===== config.mk =====
export PLATFORM = sky130hd
export DESIGN_NAME = agc_time_pulse_gen
export DESIGN_NICKNAME = d
export VERILOG_FILES = /design/src/rtl/agc_time_pulse_gen.sv
export SDC_FILE = /design/constraint.sdc
export NUM_CORES = 1
export LEC_CHECK = 0
export ABC_CLOCK_PERIOD_IN_PS = 1900
export BUFFER_PORTS_ARGS = -buffer_cell sky130_fd_sc_hd__buf_2
export CORE_ASPECT_RATIO = 1.1
export CORE_MARGIN = 1
export CORE_UTILIZATION = 48
export CTS_CLUSTER_DIAMETER = 80
export DETAILED_ROUTE_END_ITERATION = 6
export PLACE_DENSITY = 0.75
export SETUP_SLACK_MARGIN = 0.4
export SLEW_MARGIN = 25
export SYNTH_ARGS = -nofsm -noshare
export SYNTH_HDL_FRONTEND = slang
export SYNTH_SLANG_ARGS = --single-unit

===== constraint.sdc =====
create_clock -name CK_CLK -period 1.9 [get_ports CK_CLK]
set_input_delay 0 -clock CK_CLK [delete_from_list [all_inputs] [get_ports CK_CLK]]
set_output_delay 0 -clock CK_CLK [all_outputs]
set_load 0.05 [all_outputs]

===== src/rtl/agc_time_pulse_gen.sv =====
// Purpose: AGC time-pulse generator; sequences STBY/PWRON/TP1..TP12/SRLSE/WAIT and decodes a one-hot TP bus.
// Latency: state moves on CLK1-qualified edges; TP bus follows on the next CLK2-only edge; TP12_STRB/MCT_CNT on the TP12 exit edge.
// Backpressure: none; RUN=0 parks at SRLSE until STEP, and STBY_REQ is honoured only outside TP1..TP11.
// Optional: AGC_TPG_STEP_DEBOUNCE_EN adds a 2-flop synchroniser plus DB_CYC-cycle debounce on STEP.
module agc_time_pulse_gen #(
   parameter int CNT_W     = 16,
   parameter int PWRON_CYC = 4,
   parameter int DB_CYC    = 8
) (
   input  logic             CK_CLK,
   input  logic             NPURST,
   input  logic             CLK1,
   input  logic             CLK2,
   input  logic             STBY_REQ,
   input  logic             RUN,
   input  logic             STEP,
   output logic [3:0]       TPG,
   output logic [15:0]      TP,
   output logic             TP12_STRB,
   output logic [CNT_W-1:0] MCT_CNT
);

   typedef enum logic [3:0] {
      ST_STBY  = 4'd0,
      ST_PWRON = 4'd1,
      ST_TP1   = 4'd2,
      ST_TP12  = 4'd13,
      ST_SRLSE = 4'd14,
      ST_WAIT  = 4'd15
   } state_t;

   localparam logic [3:0] PWRON_LAST = 4'(PWRON_CYC - 1);

   // Reject configurations the 4-bit hold counter or the debouncer cannot honour.
   if (PWRON_CYC < 1 || PWRON_CYC > 15 || DB_CYC < 1) begin : g_bad_param
      $error("agc_time_pulse_gen: PWRON_CYC must be 1..15 and DB_CYC >= 1");
   end

   state_t             r_state;
   logic [3:0]         r_hold;
   logic [15:0]        r_tp;
   logic               r_strb;
   logic [CNT_W-1:0]   r_mct;
   logic               w_step;

`ifdef AGC_TPG_STEP_DEBOUNCE_EN
   localparam int DB_W = $clog2(DB_CYC + 1);

   logic [1:0]         r_step_sync;
   logic [DB_W-1:0]    r_db_cnt;
   logic               r_step_db;

   // Bring the panel STEP level into the CK_CLK domain.
   always_ff @(posedge CK_CLK or negedge NPURST) begin
      if (!NPURST) r_step_sync <= 2'b00;
      else         r_step_sync <= {r_step_sync[0], STEP};
   end

   // Accept a new STEP level only after DB_CYC consecutive cycles of disagreement.
   always_ff @(posedge CK_CLK or negedge NPURST) begin
      if (!NPURST) begin
         r_db_cnt  <= '0;
         r_step_db <= 1'b0;
      end else if (r_step_sync[1] == r_step_db) begin
         r_db_cnt  <= '0;
      end else if (r_db_cnt == DB_W'(DB_CYC - 1)) begin
         r_db_cnt  <= '0;
         r_step_db <= r_step_sync[1];
      end else begin
         r_db_cnt  <= r_db_cnt + 1'b1;
      end
   end

   assign w_step = r_step_db;
`else
   assign w_step = STEP;
`endif

   // Ring sequencer: advances only on CLK1 edges; TP12 exit pulses the strobe and counts the cycle.
   always_ff @(posedge CK_CLK or negedge NPURST) begin
      if (!NPURST) begin
         r_state <= ST_STBY;
         r_hold  <= '0;
         r_strb  <= 1'b0;
         r_mct   <= '0;
      end else begin
         r_strb <= 1'b0;
         if (CLK1) begin
            case (r_state)
               ST_STBY: begin
                  if (!STBY_REQ) begin
                     r_state <= ST_PWRON;
                     r_hold  <= '0;
                  end
               end
               ST_PWRON: begin
                  if (STBY_REQ) begin
                     r_state <= ST_STBY;
                  end else begin
                     r_hold <= r_hold + 4'd1;
                     if (r_hold == PWRON_LAST) r_state <= ST_TP1;
                  end
               end
               ST_TP12: begin
                  r_strb <= 1'b1;
                  r_mct  <= r_mct + 1'b1;
                  if (STBY_REQ)  r_state <= ST_STBY;
                  else if (RUN)  r_state <= ST_TP1;
                  else           r_state <= ST_SRLSE;
               end
               ST_SRLSE: begin
                  if (STBY_REQ)    r_state <= ST_STBY;
                  else if (RUN)    r_state <= ST_TP1;
                  else if (w_step) r_state <= ST_WAIT;
               end
               ST_WAIT: begin
                  if (STBY_REQ)     r_state <= ST_STBY;
                  else if (!w_step) r_state <= ST_TP1;
               end
               // TP1..TP11 always step forward so an instruction is never cut short.
               default: r_state <= state_t'(r_state + 4'd1);
            endcase
         end
      end
   end

   // TP bus reloads from the state on CLK2-only edges, one phase behind TPG.
   always_ff @(posedge CK_CLK or negedge NPURST) begin
      if (!NPURST)          r_tp <= 16'h0001;
      else if (CLK2 && !CLK1) r_tp <= 16'h0001 << r_state;
   end

   assign TPG       = r_state;
   assign TP        = r_tp;
   assign TP12_STRB = r_strb;
   assign MCT_CNT   = r_mct;

endmodule

### Word level (Yosys, flattened, before mapping)

Index checks and enable logic that the tools add are counted.

* register bits after elaboration: 41
* bits in read-only memories: 0
* memories kept: 0
* output and inout port bits: 37
* RAM bits: 0
* word-level logic and storage cells: 42
* latch bits: 0

* shifts and indexed selects: 1
* reductions and logical operators: 7
* equal/unequal tests: 10
* add/sub/neg operators: 3
* mux-type cells: 16
* $mul: 0
* magnitude comparators: 0
* bitwise operators: 0
* divide/modulo/power cells: 0

Operators by type and width (count)
* 2-to-1 mux 4 bit: 12
* one-hot mux 4 bit (5 select lines): 1
* adder 16 x 1 -> 16 bit, second input constant: 1
* left shift 1 x 4 -> 16 bit, first input constant: 1
* equality test 4 bit, second input constant: 3
* adder 4 x 1 -> 4 bit, second input constant: 2
* one-hot mux 4 bit (2 select lines): 1
* inequality test 3 bit, second input constant: 2
* AND reduction 5 bit: 1
* equality test 4 x 1 -> 1 bit, second input constant: 1
* equality test 4 x 2 -> 1 bit, second input constant: 1
* zero test 4 bit: 1
* inequality test 2 bit, second input constant: 2
* inequality test 4 bit, second input constant: 1
* AND reduction 4 bit: 1
* 2-to-1 mux 1 bit: 2
* AND reduction 2 bit: 1
* nonzero test 2 bit: 1
* logical AND 1 bit: 1
* zero test 1 bit: 1

### Longest topological paths before layout

Gate-level depths: netlist of run 1.

* depth after elaboration: 4
* gate-level depth with buffers: 7
* gate-level depth less buffers: 6

### Worst setup path before layout of run 1

No wires, ideal clock.

* path kind: register -> register
* from: reg r_state[0] (netlist: TPG[0])
* to: reg r_state[1] (netlist: TPG[1])
* library setup time: 0.125 ns
* cell stages (with the launch flop): 7
* period minus slack after synthesis: 2.274 ns
* arrival: 2.150 ns
* setup slack: -0.374 ns
* data required time: 1.775 ns
* cells stage by stage: dfrtp_1 > inv_1 > ha_1 > o311ai_0 > a21oi_1 > a41o_1 > mux2_2

* word-level cells in the longest chain between the ends: 3
* elaborated cells on any way between the ends: 12
* those cells by class: add/sub (1); eq/ne (8); mux (1); reduce/logical (2)

RTL lines
* start: declaration: line 39 `state_t r_state;`
* start signal: assignment: line 121 `default: r_state <= state_t'(r_state + 4'd1);`
* branches (longest 3 deep; another with adder 4 x 1 -> 4 bit)

Parallel ways; which one is timed is not known.
A chain may end at the register's enable or synchronous reset.

### Worst setup path after layout of run 1

* from: reg r_state[1] (netlist: TPG[1])
* to: reg r_state[2] (netlist: TPG[2])

Same word-level chain as after synthesis.

==> results of run 1 <==
-- cell usage in the layout (no fill, tap or decap), types with 5 or more instances in the layout --
cell	n
a22o_1	10
buf_2	43
buf_4	19
clkbuf_8	6
dfrtp_1	36
inv_1	5
nand2_1	17
nand3_1	5
o21ai_0	7
xnor2_1	8
xor2_1	7
-- routing by layer --
metal	global-route usage [%]	wire length, um	vias up	part of all wire (%)
met5	0	0	-	0
met4	11.0	110	0	2.4
met3	5.76	201	11	4.3
met2	40.2	2340	50	51
met1	27.1	1970	774	43
li1	-	-	757	-
-- cells by family (layout without fill, tap and decap cells) --
logic type / after synthesis / in the layout / synth area share, %
buf+inv: 15 / 82 / 3.71
fa+ha+maj: 8 / 8 / 5.12
mux: 6 / 6 / 3.39
compound gates: 33 / 33 / 12.2
flops: 41 / 41 / 52.5
xor+xnor: 15 / 15 / 6.72
simple gates: 58 / 58 / 16.4
-- per-stage QoR --
stage | util (%) | power, mW | cells
floorplan | - | 2.33 | 176
global placement | 62.6 | 2.61 | 271
detailed placement | 62.6 | 2.64 | 271
CTS | 70.0 | 3.57 | 287
global route | 72.6 | 3.90 | 293
finish | 72.6 | 3.70 | 293
-- flip-flops by register name (all words and copies together) (netlist names) --
signal,flops
TP12_STRB,1
TPG,4
r_hold,4
MCT_CNT,16
TP,16
-- power by group --
part / internal (mW) / switching [mW] / leakage, nW / total [mW]
Combinational: 0.655 / 1.06 / 0.755 / 1.71
Sequential: 1.05 / 0.217 / 0.534 / 1.26
Clock: 0.428 / 0.291 / 0.0585 / 0.719
Total: 2.13 / 1.57 / 1.35 / 3.70
-- timing repair --
action                                  in CTS  in global routing
hold buffers                                 1                  0
pin swaps                                   11                  7
setup buffers                                7                  6
endpoints found under the hold margin       19                  0
gates resized for setup                     21                 12
endpoints found under the setup margin      24                 24
-- area by class of cell --
type | instances | area [um^2]
fill | 263 | 1030
clock inverter | 1 | 30.0
multi-input combinational | 120 | 1070
inverter | 7 | 31.3
tap | 50 | 62.6
timing repair buffer | 67 | 422
clock buffer | 7 | 86.3
sequential | 41 | 1030
-- how the worst max path moves through the flow --
stage                start  endpoint  slack [ns]  cells past startpoint
global placement    TPG[1]    TPG[1]        0.06                      6
finish              TPG[1]    TPG[2]        0.11                      6
CTS                 TPG[0]    TPG[0]        0.15                      6
detailed placement  TPG[1]    TPG[2]        0.01                      6
floorplan           TPG[1]    TPG[0]       -0.03                      7
global route        TPG[1]    TPG[0]        0.07                      7
-- critical path: stages, from the launching register on --
cell,delay [ns]
dfrtp_2,0.44
inv_4,0.08
ha_4,0.13
or3b_4,0.44
o21ai_4,0.20
a21oi_4,0.10
mux2_2,0.28
==> out/qor.txt, run 1 <==
Post-route clock skew: 0.00495 ns
Post-Syn Instances: 176
Congestion Overflow GR: 0
Post-Route WL: 4630 um
Syn avg cell area: 11.1 um^2
Final hold violation count: 0
Max-slew violation count: 0
Pre-CTS setup slack: 0.00972 ns
Hpwl dp: 2930 um
TritonRoute pass-1 iters: 4
Synth top area share: 51.2%
Dominant cell by count in the synthesized netlist: dfrtp_1
CTS Buffer Depth: 2
Mapped Area: 0.00196 mm^2
Gpl congestion: 0.906
HP Start: CLK1
Initial core utilization: 51.9%
Final instance area: 0.00274 mm^2
Tmin final: 1.79 ns
Period utilization: 94.4%
Min Hold Slack: 0.145 ns
Register bit total from synthesis: 41
EDFF count, synth: 0
Clock Sink Count: 41
CP Class: flip-flop to flip-flop
Number of max-cap violations: 0
Worst Tran Pin Value: 0.499 ns
Asr flop ratio synth: 100%
Initial antenna violation count: 0
Ant diodes: 0
Placed Instance Area: 0.00236 mm^2
Worst R2R Start: TPG[1]
Setup slack, reg-to-reg: 0.11 ns
WL/cell: 15.8 um
Hold endpoint: TPG[3]
Final worst slack: 0.106 ns
Top cells by count, synth: dfrtp_1, nand2_1, o21ai_0, a22o_1
Yosys cell types: 42
Final #Nets: 257
Worst hold path type: input pin to flip-flop
Ys Warns: 0
Crit path capture type: flip-flop
First-pass GRT wire length: 7460 um
Hold depth: 4
Top cell type by total area after synthesis: dfrtp_1
CTS Buf Count: 5
Seq/Total Area, Yosys: 52.5%
CTS Root Cell: clkbuf_8
Via/cell ratio: 5.43
Reg-to-reg endpoint: TPG[2]
Arr. time, crit path: 1.97 ns
TritonCTS clock tree: built
Slew HR: 66.7%
Leakage power: 1.35 nW
Vias: 1592
Peak supply drop: 0.000966 V
# IOs: 44
Syn Nets: 191
Core Area: 0.00377 mm^2
Total GRT Usage: 23.1%
Final setup viols: 0
Die X: 62.9 um
Dominant synthesized flop cell: dfrtp_1
Status: completed
RSZ-0062 raised after global routing: yes
TNS Setup: 0 ns
Die height: 68.9 um
Pin count of the biggest net entering global routing: 22
FP Rows: 23
CP Launch Type: flip-flop
Iter 0 DRT Violations: 88
Layout area overhead: 39.9%
Post-route ant nets: 0
Share of cells above drive strength 1: 47.7%
Reg2reg path depth: 6
Crit path required time: 2.08 ns
Clk_lat worst skew: 0.29 ns
I/O Buffers: 43
Pwr/cell area: 1350 mW/mm^2
DRC errors left: 0
H-Tree Depth: 2
Fmax: 0.557 GHz
Max FO, Critical Path: 7
Die area: 0.00433 mm^2
Dominant cells by area after synthesis: dfrtp_1, ha_1, a22o_1
Via count of the first global-routing pass: 1565
Worst-path clk slew: 0.07 ns
Power figures use the tool's default switching activity.
==> inputs of run 2 (changes only) <==
- ABC_CLOCK_PERIOD_IN_PS: 1900 -> 1940
- CORE_UTILIZATION: 48 -> 53
- PLACE_DENSITY: 0.75 -> 0.78
- clock period: 1.9 -> 1.94 ns (I/O delays scaled with it)
==> run 2 against run 1 <==
  * Via count up 1.7%
  * Maximum frequency down 1.1%
  * Sequential power about the same
  * Critical endpoint is now TPG[1]
  * Clock skew up 0.013 ns
  * Die area down 9.2%
  * Register-to-register slack better by 0.02 ns
  * Non-clock buffer count down 4
==> out/qor.txt, run 2 (synthesized netlist as in run 1, its figures left out) <==
Via/cell ratio: 5.62 (+3.5%)
RSZ-0062 raised after global routing: yes
Worst R2R Start: TPG[1]
Number of max-cap violations: 0 (unchanged)
Most common cell after layout, fill and taps aside: buf_2
Setup slack, reg-to-reg: 0.13 ns (+0.02 ns)
I/O Buffers: 43 (unchanged)
Final Total Pwr: 3.44 mW (-7.0%)
Final setup viols: 0 (unchanged)
First-pass GRT wire length: 7620 um (+2.2%)
Post-route ant nets: 0 (unchanged)
Hpwl dp: 3100 um (+5.6%)
Slew HR: 40.6% (-26 points)
Die area: 0.00394 mm^2 (-9.2%)
Share of cells above drive strength 1: 47.1% (-0.65 points)
Via count of the first global-routing pass: 1627 (+4.0%)
HP Start: CLK1
Peak supply drop: 0.00106 V (+9.4%)
Congestion Overflow GR: 0 (unchanged)
Final worst slack: 0.126 ns (+0.0206 ns)
Max-slew violation count: 0 (unchanged)
Leakage power: 1.31 nW (-2.7%)
TritonRoute pass-1 iters: 4 (unchanged)
Crit path capture type: flip-flop
H-Tree Depth: 2 (unchanged)
CTS Root Cell: clkbuf_4
Final #Nets: 254 (-1.2%)
Core Area: 0.00344 mm^2 (-8.7%)
Vias: 1619 (+1.7%)
Post-Route WL: 4840 um (+4.7%)
Pin count of the biggest net entering global routing: 42 (+91%)
Post-route clock skew: 0.0176 ns (+0.0127 ns)
TritonCTS clock tree: built
# IOs: 44 (unchanged)
WL/cell: 16.8 um (+6.5%)
Tmin final: 1.81 ns (+0.0194 ns)
Fmax: 0.551 GHz (-1.1%)
Layout area overhead: 35.8%
CP Launch Type: flip-flop
Max FO, Critical Path: 4 (-3)
Worst Tran Pin Value: 0.891 ns (+0.392 ns)
Total GRT Usage: 26.6% (+3.4 points)
Pwr/cell area: 1300 mW/mm^2 (-4.1%)
Worst-path clk slew: 0.13 ns (+0.06 ns)
FP Rows: 22 (-4.3%)
CP Launch Point: TPG[1]
CTS Buf Count: 5 (unchanged)
CTS Buffer Depth: 2 (unchanged)
Crit path required time: 2.20 ns (+0.12 ns)
Initial core utilization: 56.8% (+5.0 points)
Ant diodes: 0 (unchanged)
Clk_lat worst skew: 0.35 ns (+0.06 ns)
Status: completed
Clock Sink Count: 41 (unchanged)
Pre-CTS setup slack: -0.0233 ns (-0.0330 ns)
CP Class: flip-flop to flip-flop
Gpl congestion: 0.918 (+1.3%)
Iter 0 DRT Violations: 76 (-14%)
Most frequent cells in the layout: buf_2, dfrtp_1, nand2_1
Initial antenna violation count: 0 (unchanged)
Period utilization: 93.5% (-0.95 points)
Worst hold path type: input pin to flip-flop
Die X: 59.9 um (-4.7%)
Arr. time, crit path: 2.07 ns (+0.10 ns)
Final hold violation count: 0 (unchanged)
Die height: 65.7 um (-4.7%)
DRC errors left: 0 (unchanged)
-- run 2: cell types whose count changed in the layout (fill, tap and decap cells not counted), sizes merged --
cell and delta:
buf -4, bufinv -1, clkinv +1, or3b +1
-- run 2: layout make-up --
| cell class | count | area, um^2 |
|---|---|---|
| Clock buffer | 7 | 65.1 |
| Clock inverter | 1 | 5.00 |
| Fill cell | 229 | 786 |
| Inverter | 7 | 31.3 |
| Multi-Input combinational cell | 121 | 1080 |
| Sequential cell | 41 | 1030 |
| Tap cell | 48 | 60.1 |
| Timing Repair Buffer | 63 | 383 |
-- run 2: metal layers --
metal,share of wire (%),track usage (%),vias to the layer above
met2,49,43.2,55
li1,-,-,752
met4,2.8,9.30,0
met1,43,33.6,796
met5,0,0,-
met3,4.7,7.28,16
-- run 2: worst paths after layout --
| path | to | cells after the start |
|---|---|---|
| max | TPG[1] | 6 |
| min | TPG[3] | 4 |
| max reg2reg | TPG[1] | 6 |
| min reg2reg | MCT_CNT[15] | 1 |
| max in group asynchronous | TPG[2] | 2 |
| min in group asynchronous | MCT_CNT[10] | 2 |
-- run 2: per-stage QoR --
stage               area, um^2  setup TNS [ns]  hold WS (ns)  instances  utilization [%]
floorplan                 2050               0        -0.296        176                -
global placement          2310               0         0.148        264             67.1
detailed placement        2310         -0.0263         0.170        264             67.1
CTS                       2570               0        0.0621        283             74.8
global route              2660               0        0.0820        288             77.2
finish                    2660               0        0.0725        288             77.2
-- run 2: power by group --
| group | switching, mW | internal (mW) |
|---|---|---|
| combinational | 1.06 | 0.661 |
| clock | 0.276 | 0.210 |
| sequential | 0.214 | 1.02 |
| total | 1.55 | 1.89 |
-- run 2: what timing repair did --
action	4_1_cts	5_1_grt
pin swaps	6	5
setup endpoints to repair	23	21
resized for setup	23	10
endpoints found under the hold margin	40	0
cloned	1	0
buffers inserted	9	5
hold buffers	1	0
-- run 2: worst max-delay path: stages (launching register included) --
cell and delay [ns]:
dfrtp_2 0.47, buf_4 0.16, ha_4 0.17, o311ai_4 0.34
a21oi_1 0.11, a41o_1 0.21, mux2_2 0.26
==> inputs of run 3 (changes only) <==
- PLACE_DENSITY: 0.78 -> not set
- PLACE_DENSITY_LB_ADDON: not set -> 0.3
==> run 3 against run 2 <==
  * Cell area shrank 4.7%
  * Maximum frequency up 0.50%
  * Count of clock-buffer cells in the layout unchanged
  * Via count is 4.4% lower
  * Die area unchanged
  * Sequential power is essentially flat
  * Non-clock buffer count down 6
  * Critical endpoint is now TPG[2]
  * Largest cell class is now sequential cells
  * Largest power group unchanged
  * Highest routed layer unchanged
==> out/qor.txt, run 3 (synthesized netlist as in run 1, its figures left out) <==
Status: completed
Arr. time, crit path: 2.06 ns (about the same)
CP Class: flip-flop to flip-flop
Via/cell ratio: 5.51 (-2.1%)
First-pass GRT wire length: 7200 um (-5.5%)
Clock power frac: 17.1% (+3.0 points)
WL/cell: 15.7 um (-6.7%)
CTS Buffer Depth: 2 (unchanged)
Reg2reg path depth: 6 (unchanged)
Leakage power: 1.25 nW (-4.3%)
I/O Buffers: 43 (unchanged)
Max FO, Critical Path: 7 (+3)
Worst hold path type: input pin to flip-flop
Sequential power share: 36.1% (+0.2 points)
Hold depth: 4 (unchanged)
Hold endpoint: TPG[3]
Layout area overhead: 29.4%
Comb pwr share: 46.8% (-3.1 points)
Gpl congestion: 0.910 (-0.94%)
Critical path buffers and inverters: 1 (unchanged)
Die height: 65.7 um (unchanged)
H-Tree Depth: 2 (unchanged)
Post-Route WL: 4410 um (-8.9%)
Dpl cells: 265 (+0.38%)
Die X: 59.9 um (unchanged)
Iter 0 DRT Violations: 49 (-36%)
# fillers: 247 (+7.9%)
Final #Nets: 247 (-2.8%)
Period utilization: 93.0% (-0.46 points)
Most frequent cells in the layout: buf_2, dfrtp_1, nand2_1
FP Rows: 22 (unchanged)
Worst R2R Start: TPG[0]
Net Switching: 1.47 mW (-4.8%)
Die area: 0.00394 mm^2 (unchanged)
Crit path max-delay family: simple AND/OR/NAND/NOR gates
Core Util, Final: 73.6% (-3.6 points)
Setup slack, reg-to-reg: 0.14 ns (about the same)
Via count of the first global-routing pass: 1556 (-4.4%)
Reg-to-reg endpoint: TPG[2]
Pin count of the biggest net entering global routing: 42 (unchanged)
Number of max-cap violations: 0 (unchanged)
Initial core utilization: 56.8% (unchanged)
Ant diodes: 0 (unchanged)
Pwr/cell area: 1340 mW/mm^2 (+3.3%)
Crit path capture type: flip-flop
Total GRT Usage: 24.8% (-1.8 points)
Critical path cell sequence: inv_2 -> ha_4 -> or3b_4 -> nand3_1 -> o21ai_0 -> mux2_2
Core Area: 0.00344 mm^2 (unchanged)
Post-route ant nets: 0 (unchanged)
Worst Tran Pin Value: 0.887 ns (-0.00449 ns)
Final setup viols: 0 (unchanged)
Crit path required time: 2.19 ns (about the same)
Initial antenna violation count: 0 (unchanged)
Sw Share: 43.5% (-1.5 points)
Share of cells above drive strength 1: 43.8% (-3.3 points)
Most common cell after layout, fill and taps aside: buf_2
TritonCTS clock tree: built
Peak supply drop: 0.000969 V (-8.3%)
TritonRoute pass-1 iters: 4 (unchanged)
Congestion Overflow GR: 0 (unchanged)
Fmax: 0.554 GHz (+0.50%)
CP Launch Type: flip-flop
HP Start: CLK1
Max-slew violation count: 0 (unchanged)
CTS Buf Count: 5 (unchanged)
Final hold violation count: 0 (unchanged)
Clk_lat worst skew: 0.35 ns (about the same)
Post-route clock skew: 0.00907 ns (-0.00856 ns)
CTS Root Cell: clkbuf_4
DRC errors left: 0 (unchanged)
Hpwl dp: 2910 um (-6.0%)
Power Internal: 1.92 mW (+1.2%)
Clock Sink Count: 41 (unchanged)
TNS Setup: 0 ns (unchanged)
Slowest stage cell, crit path: dfrtp_2
Slew HR: 40.9% (+0.30 points)
Final std cells w/o fill: 281 (-2.4%)
Largest stage delay, worst path: 0.48 ns (about the same)
RSZ-0062 raised after global routing: yes
Vias: 1547 (-4.4%)
Tmin final: 1.80 ns (-0.00894 ns)
Worst-path clk slew: 0.12 ns (about the same)
# IOs: 44 (unchanged)
[run 3: changes by cell type in the layout (fill, tap and decap cells not counted), moves of 2 or more]
cell | previous run | this run
nor2_2 | 0 | 2
buf_6 | 4 | 0
nor2_4 | 2 | 0
buf_4 | 15 | 13
nor3_4 | 2 | 0
nor3_2 | 1 | 3
[run 3: cell type report]
class	instances	area (um^2)	area share, %
sequential	41	1030	40.7
multi-input combinational	120	1000	39.6
timing repair buffer	57	323	12.8
tap	48	60.1	2.37
clock buffer	7	55.1	2.17
clock inverter	1	30.0	1.19
inverter	7	28.8	1.14
[run 3: how the worst max path moves through the flow]
stage | slack, ns | from | depth (start not counted) | endpoint
floorplan | 0.006 | TPG[1] | 7 | TPG[0]
global placement | 0.13 | TPG[1] | 6 | TPG[1]
detailed placement | 0.07 | TPG[0] | 5 | TPG[1]
CTS | 0.16 | TPG[1] | 6 | TPG[1]
global route | 0.08 | TPG[0] | 6 | TPG[2]
finish | 0.14 | TPG[0] | 6 | TPG[2]
[run 3: per-stage QoR]
stage	instance area (um^2)	worst slack, ns	hold slack, ns	total power, mW
final	2530	0.135	0.0964	3.39
after global routing	2530	0.0792	0.126	3.58
after CTS	2500	0.157	0.0564	3.32
after detailed placement	2310	0.0663	0.177	2.59
after global placement	2310	0.127	0.143	2.54
after floorplan	2050	0.00648	-0.296	2.28
[run 3: worst min-delay path: cells and delay by family]
family	cells	cell delay, ns
buf+inv	1	0.14
compound gates	3	0.27
[run 3: timing repair]
item	CTS	global route
setup endpoints to repair	21	26
hold buffers	1	0
buffers inserted	6	1
gates resized for setup	11	6
hold endpoints to repair	40	0
pin swaps	5	4
[run 3: power by group through the flow]
stage               Clock (mW)  Combinational [mW]  Sequential, mW
floorplan                    0               0.669            1.61
global placement             0                1.33            1.21
detailed placement           0                1.37            1.22
CTS                      0.596                1.51            1.22
global route             0.630                1.70            1.25
finish                   0.581                1.58            1.22
[run 3: per-layer routing]
layer	wire length [um]	part of all wire, %	track usage [%]	up-vias
met5	0	0	0	-
met4	119	2.7	11.0	0
met3	142	3.2	5.71	12
met2	2200	50	39.0	39
met1	1950	44	32.0	759
li1	-	-	-	737
